**src/rtl/matmul_apb_slave.sv**
```systemverilog
// matmul_apb_slave: APB slave front-end of the matmul accelerator.
// Decodes CONTROL/OPERAND/FLAGS/SP regions and drives the compute core.
module matmul_apb_slave #(
  parameter int DATA_WIDTH  = 8,
  parameter int BUS_WIDTH   = 32,
  parameter int ADDR_WIDTH  = 32,
  parameter int SP_NTARGETS = 4,
  localparam int MAX_DIM = BUS_WIDTH / DATA_WIDTH,
  localparam int IW = $clog2(MAX_DIM),
  localparam int TW = $clog2(SP_NTARGETS)
) (
  input  logic                  clk_i,
  input  logic                  rst_i,
  input  logic                  psel_i,
  input  logic                  penable_i,
  input  logic                  pwrite_i,
  input  logic [MAX_DIM-1:0]    pstrb_i,
  input  logic [ADDR_WIDTH-1:0] paddr_i,
  input  logic [BUS_WIDTH-1:0]  pwdata_i,
  output logic [BUS_WIDTH-1:0]  prdata_o,
  output logic                  pready_o,
  output logic                  pslverr_o,
  output logic                  busy_o,
  output logic                  start_o,
  output logic [BUS_WIDTH-1:0]  ctrl_o,
  output logic                  op_a_we_o,
  output logic                  op_b_we_o,
  output logic [IW-1:0]         op_idx_o,
  output logic [BUS_WIDTH-1:0]  op_wdata_o,
  output logic [MAX_DIM-1:0]    op_strb_o,
  output logic                  sp_re_o,
  output logic [TW+IW-1:0]      sp_addr_o,
  input  logic [BUS_WIDTH-1:0]  sp_rdata_i,
  input  logic                  done_i,
  input  logic [BUS_WIDTH-1:0]  flags_i
);

  localparam logic [4:0] R_CTRL  = 5'h00;
  localparam logic [4:0] R_OPA   = 5'h04;
  localparam logic [4:0] R_OPB   = 5'h08;
  localparam logic [4:0] R_FLAGS = 5'h0C;
  localparam logic [4:0] R_SP    = 5'h10;

  typedef enum logic [1:0] {
    IDLE,
    ACCESS,
    SP_WAIT
  } state_e;

  state_e state_q, state_d;

  logic [BUS_WIDTH-1:0] ctrl_q, ctrl_d;
  logic [BUS_WIDTH-1:0] flags_q, flags_d;
  logic                 busy_q, busy_d;
  logic                 start_q, start_d;
  logic                 opa_we_q, opa_we_d;
  logic                 opb_we_q, opb_we_d;
  logic [IW-1:0]        op_idx_q, op_idx_d;
  logic [BUS_WIDTH-1:0] op_wdata_q, op_wdata_d;
  logic [MAX_DIM-1:0]   op_strb_q, op_strb_d;

  logic          is_ctrl, is_opa, is_opb;
  logic          is_flags, is_sp;
  logic          acc_err, wr_ok;
  logic [IW-1:0] idx;
  logic          unused_addr;

  assign is_ctrl  = (paddr_i[4:0] == R_CTRL);
  assign is_opa   = (paddr_i[4:0] == R_OPA);
  assign is_opb   = (paddr_i[4:0] == R_OPB);
  assign is_flags = (paddr_i[4:0] == R_FLAGS);
  assign is_sp    = (paddr_i[4:0] == R_SP);
  assign idx      = paddr_i[5 +: IW];

  assign unused_addr = ^paddr_i[ADDR_WIDTH-1:5+IW];

  always_comb begin
    acc_err = 1'b0;
    if (|paddr_i[1:0])
      acc_err = 1'b1;
    if (!(is_ctrl | is_opa | is_opb | is_flags | is_sp))
      acc_err = 1'b1;
    if (pwrite_i & (is_flags | is_sp))
      acc_err = 1'b1;
    if (!pwrite_i & (is_opa | is_opb))
      acc_err = 1'b1;
    if (pwrite_i & busy_q & (is_ctrl | is_opa | is_opb))
      acc_err = 1'b1;
  end

  // Only a legal SP read takes a wait state; the SP
  // memory answers one cycle after sp_re_o.
  always_comb begin
    state_d   = state_q;
    pready_o  = 1'b0;
    pslverr_o = 1'b0;
    prdata_o  = '0;
    sp_re_o   = 1'b0;
    wr_ok     = 1'b0;
    unique case (state_q)
      IDLE: begin
        if (psel_i & !penable_i)
          state_d = ACCESS;
      end
      ACCESS: begin
        if (!psel_i) begin
          state_d = IDLE;
        end else if (penable_i) begin
          if (!acc_err & !pwrite_i & is_sp) begin
            sp_re_o = 1'b1;
            state_d = SP_WAIT;
          end else begin
            pready_o  = 1'b1;
            pslverr_o = acc_err;
            wr_ok     = pwrite_i & !acc_err;
            state_d   = IDLE;
            if (!pwrite_i & !acc_err)
              prdata_o = is_ctrl ? ctrl_q : flags_q;
          end
        end
      end
      SP_WAIT: begin
        state_d = IDLE;
        if (psel_i) begin
          pready_o = 1'b1;
          prdata_o = sp_rdata_i;
        end
      end
      default: state_d = IDLE;
    endcase
  end

  always_comb begin
    ctrl_d = ctrl_q;
    if (wr_ok & is_ctrl) begin
      for (int e = 0; e < MAX_DIM; e++) begin
        if (pstrb_i[e])
          ctrl_d[e*DATA_WIDTH +: DATA_WIDTH] =
            pwdata_i[e*DATA_WIDTH +: DATA_WIDTH];
      end
    end
    ctrl_d[0] = 1'b0;
    start_d = wr_ok & is_ctrl & pstrb_i[0] & pwdata_i[0];
    // A new run started in the done cycle keeps busy set.
    busy_d  = start_d ? 1'b1 : (done_i ? 1'b0 : busy_q);
    flags_d = done_i ? flags_i : flags_q;
    opa_we_d   = wr_ok & is_opa & (|pstrb_i);
    opb_we_d   = wr_ok & is_opb & (|pstrb_i);
    op_idx_d   = op_idx_q;
    op_wdata_d = op_wdata_q;
    op_strb_d  = op_strb_q;
    if (wr_ok & (is_opa | is_opb)) begin
      op_idx_d   = idx;
      op_wdata_d = pwdata_i;
      op_strb_d  = pstrb_i;
    end
  end

  always_ff @(posedge clk_i) begin
    if (rst_i) begin
      state_q    <= IDLE;
      ctrl_q     <= '0;
      flags_q    <= '0;
      busy_q     <= 1'b0;
      start_q    <= 1'b0;
      opa_we_q   <= 1'b0;
      opb_we_q   <= 1'b0;
      op_idx_q   <= '0;
      op_wdata_q <= '0;
      op_strb_q  <= '0;
    end else begin
      state_q    <= state_d;
      ctrl_q     <= ctrl_d;
      flags_q    <= flags_d;
      busy_q     <= busy_d;
      start_q    <= start_d;
      opa_we_q   <= opa_we_d;
      opb_we_q   <= opb_we_d;
      op_idx_q   <= op_idx_d;
      op_wdata_q <= op_wdata_d;
      op_strb_q  <= op_strb_d;
    end
  end

  assign sp_addr_o  = sp_re_o ? {ctrl_q[4 +: TW], idx} : '0;
  assign ctrl_o     = ctrl_q;
  assign busy_o     = busy_q;
  assign start_o    = start_q;
  assign op_a_we_o  = opa_we_q;
  assign op_b_we_o  = opb_we_q;
  assign op_idx_o   = op_idx_q;
  assign op_wdata_o = op_wdata_q;
  assign op_strb_o  = op_strb_q;

endmodule

```
**config.mk**
```make
export PLATFORM = sky130hd
export DESIGN_NAME = matmul_apb_slave
export DESIGN_NICKNAME = d
export VERILOG_FILES = /design/src/rtl/matmul_apb_slave.sv
export SDC_FILE = /design/constraint.sdc
export NUM_CORES = 1
export LEC_CHECK = 0
export ABC_AREA = 1
export BUFFER_PORTS_ARGS = -buffer_cell sky130_fd_sc_hd__buf_2
export CORE_MARGIN = 4
export CORE_UTILIZATION = 35
export DETAILED_ROUTE_END_ITERATION = 8
export GPL_ROUTABILITY_DRIVEN = 0
export GPL_TIMING_DRIVEN = 0
export PLACE_DENSITY = 0.72
export SLEW_MARGIN = 0
export SYNTH_ARGS = -nofsm -noshare
export SYNTH_HDL_FRONTEND = slang
export SYNTH_SLANG_ARGS = --single-unit
```
**constraint.sdc**
```tcl
create_clock -name clk_i -period 3 [get_ports clk_i]
set_clock_uncertainty 0.15 [all_clocks]
set_input_delay 0.6 -clock clk_i [delete_from_list [all_inputs] [get_ports clk_i]]
set_output_delay 0.6 -clock clk_i [all_outputs]
set_load 0.03 [all_outputs]
```
==> metrics.csv <==
stage,metric,value,unit
worst_hold_path,hold_class,flip-flop to flip-flop,
clock_tree,cts_tree,yes,
yosys,synth_warnings,0,
worst_setup_path,path_cells,buf_2 -> nor2_4 -> buf_4 -> nand3_1 -> nand2_1 -> nand2_2 -> nand3_4 -> nor3_4 -> buf_12 -> buf_2 -> nand4_1 -> a21oi_2 -> buf_6,
yosys,ys_ff_latch,107,
power_and_ir_drop,p_leak,3.38,nW
placement,place_area,0.00655,mm²
routing,first_pass_iters,5,
yosys,synth_top_area_frac,0.413,
worst_setup_path,crit_arrival,2.23,ns
timing,fin_crit_sh,0.994,
worst_hold_path,worstHoldStart,op_wdata_o[23]$_SDFFE_PP0P_,
yosys,ys_types,28,
worst_setup_path,cpMostUsedCell,buf_2,
clock_tree,h-tree-depth,3,
yosys,yosysSeqAreaShare,0.413,
floorplanning,initial_utilization,0.357,
global_route,grtUsageTotal,0.222,
yosys,syn_area,0.00519,mm²
global_route,grt_pass1_vias,5669,
routing,post_drt_via_cell_ratio,5.04,
status,outcome,"complete, no violations",
clock_tree,cts_max_path_buffers,2,
worst_setup_path,r2r_start,state_q[1]$_SDFFE_PP0P_,
floorplanning,std_cell_rows,44,
routing,dr_total_vias,6062,
routing,ant_nets,0,
finish,nets,1155,
routing,drt-initial-drc-count,377,
worst_setup_path,cp_slowest_stage_delay,0.19,ns
timing,rsz0062_at_grt,yes,
worst_setup_path,required,2.25,ns
global_route,grt_pass1_wl,28900,µm
timing,fmax,335,MHz
timing,setup_violations,0,
clock_tree,ctsRootBufferMaster,clkbuf_16,
routing,drc,0,
finish,mostFrequentLayoutCells,"buf_2, nand2_1, nor2_1",
worst_hold_path,hold_depth,2,
worst_setup_path,criticalPathCategory,primary input to primary output,
power_and_ir_drop,fin_total_pwr,3.03,mW
timing,fin_crit,2.98,ns
worst_setup_path,worst-path-buf-inv,5,
timing,final-max-slew-violation-count,0,
timing,finalHoldViolations,0,
clock_tree,cts_buffers,9,
yosys,synthesis.nets,910,
placement,port-buffer-count,224,
timing,max-slew-margin-rel,0.552,
clock_tree,clk_latency,0.36,ns
worst_setup_path,worst_r2r_endpoint,op_wdata_o[9]$_SDFFE_PP0P_,
worst_setup_path,end_kind,primary output,
yosys,synth_top_cell_by_area,dfxtp_1,
finish,fillerInstances,1527,
worst_setup_path,crit_family,simple AND/OR/NAND/NOR gates,
yosys,synth.avg_cell_area,6.75,µm²
clock_tree,cts.sinks,107,
worst_setup_path,r2r_slack,0.75,ns
floorplanning,die_w,130,µm
routing,wirelength,19700,µm
floorplanning,core_area,0.0145,mm²
power_and_ir_drop,ir_drop,0.000289,V
global_route,antenna_found_initial,0,
yosys,netlist_instances,769,
job,maxCapViolations,0,
worst_setup_path,r2r_cells,8,
finish,areaGrowthSynthToFinish,37.2,%
power_and_ir_drop,power_density,425,mW/mm²
finish,multi_input_area,0.00268,mm²
yosys,ys_top_cells_by_area,"dfxtp_1, nand2_1, nor2_1",
worst_hold_path,min_to,op_wdata_o[23]$_SDFFE_PP0P_,
finish,final_area,0.00712,mm²
placement,dp.final_hpwl,15600,µm
global_route,grt_max_degree,18,
timing,worstMarginPinSlew,0.672,ns
finish,seqCellArea,0.00214,mm²
worst_setup_path,crit_path_start_kind,primary input,
routing,wl_per_cell,16.4,µm
worst_setup_path,crit_fanout,5,
finish,final_common_cell,buf_2,
clock_tree,path_clk_slew,0.07,ns
global_route,overflow,0,
floorplanning,die-area,0.0168,mm²
finish,diodes,0,
floorplanning,io_pins,251,
floorplanning,die_y,130,µm
finish,drive_gt1_frac,0.301,
worst_setup_path,cp_slowest_cell,a21oi_2,
-- cell usage after synthesis (all sizes together) --
cell    number
nor2       141
dfxtp      107
nor3         3
clkbuf      34
nand3       11
inv         51
o21ai       64
nand4       74
buf         25
nand3b       2
nand2      178
o211ai       1
a21oi       72
a21boi       1
ha           3
conb         1
o41ai        1
-- report_power, final --
part	switching, mW	internal [mW]	leakage [nW]	total, mW
registers	0.0153	1.45	0.870	1.47
clock network	0.557	0.700	0.150	1.26
logic	0.191	0.115	2.36	0.305
-- per-stage QoR --
step	util	instances	worst slack (ns)	TNS [ns]	hold WS, ns
after floorplan	-	769	-0.0397	-0.159	0.313
after global placement	0.450	1177	-0.254	-6.62	0.298
after detailed placement	0.450	1177	-0.250	-6.61	0.297
after CTS	0.484	1197	-0.00729	-0.00733	0.305
after global routing	0.490	1203	-0.0665	-0.947	0.320
final	0.490	1203	0.0180	0	0.309
-- routing by layer --
| metal | vias up | GRT usage | share of wire |
|---|---|---|---|
| li1 | 3013 | - | - |
| met1 | 2770 | 0.285 | 0.43 |
| met2 | 250 | 0.370 | 0.47 |
| met3 | 29 | 0.0565 | 0.085 |
| met4 | 0 | 0.0648 | 0.019 |
| met5 | - | 0 | 0 |
-- cell type report --
| cell class | instances | share of cell area |
|---|---|---|
| clock buffers | 12 | 0.0360 |
| multi-input cells | 552 | 0.376 |
| well taps | 184 | 0.0323 |
| clock inverters | 4 | 0.00773 |
| flip-flops and latches | 107 | 0.301 |
| plain buffers | 59 | 0.0406 |
| inverters | 51 | 0.0269 |
| repair buffers | 234 | 0.179 |
-- how the worst max path moves through the flow --
| stage | start | end | slack, ns | cells past startpoint |
|---|---|---|---|---|
| 3_3_place_gp | paddr_i[1] | prdata_o[11] | -0.25 | 10 |
| 4_1_cts | paddr_i[0] | prdata_o[21] | -0.007 | 11 |
| 2_1_floorplan | paddr_i[1] | sp_addr_o[0] | -0.04 | 9 |
| 3_5_place_dp | paddr_i[1] | prdata_o[11] | -0.25 | 10 |
| 6_report | paddr_i[1] | prdata_o[12] | 0.02 | 13 |
| 5_1_grt | paddr_i[1] | prdata_o[16] | -0.07 | 13 |
-- cells by family after synthesis --
kind of cell | after synthesis | synth area share
and+or+nand+nor | 409 | 0.357
AOI/OAI and AO/OA | 139 | 0.136
buffers and inverters | 110 | 0.0865
DFF | 107 | 0.413
adders and majority gates | 3 | 0.00723
other | 1 | 0.000722
-- state kept, by name (all words and copies together) (netlist names) --
| signal | flops |
|---|---|
| flags_q | 32 |
| op_wdata_o | 32 |
| ctrl_o | 31 |
| op_strb_o | 4 |
| op_idx_o | 2 |
| state_q | 2 |
| busy_o | 1 |
| op_a_we_o | 1 |
| op_b_we_o | 1 |
| start_o | 1 |
-- worst reg2reg max path: cells and delay by family (launching register included) --
kind	cells	cell delay (ns)
compound gates	1	0.17
buf+inv	3	0.66
simple gates	3	0.71
fa+ha+maj	1	0.17
flops	1	0.33
-- repair_timing --
item,CTS,global route
resized for setup,48,31
cloned,1,0
endpoints found under the hold margin,0,0
endpoints found under the setup margin,36,36
pin swaps,3,5
hold buffers,0,0
buffers inserted,3,6
No activity file was read; power rests on OpenSTA's default activity.
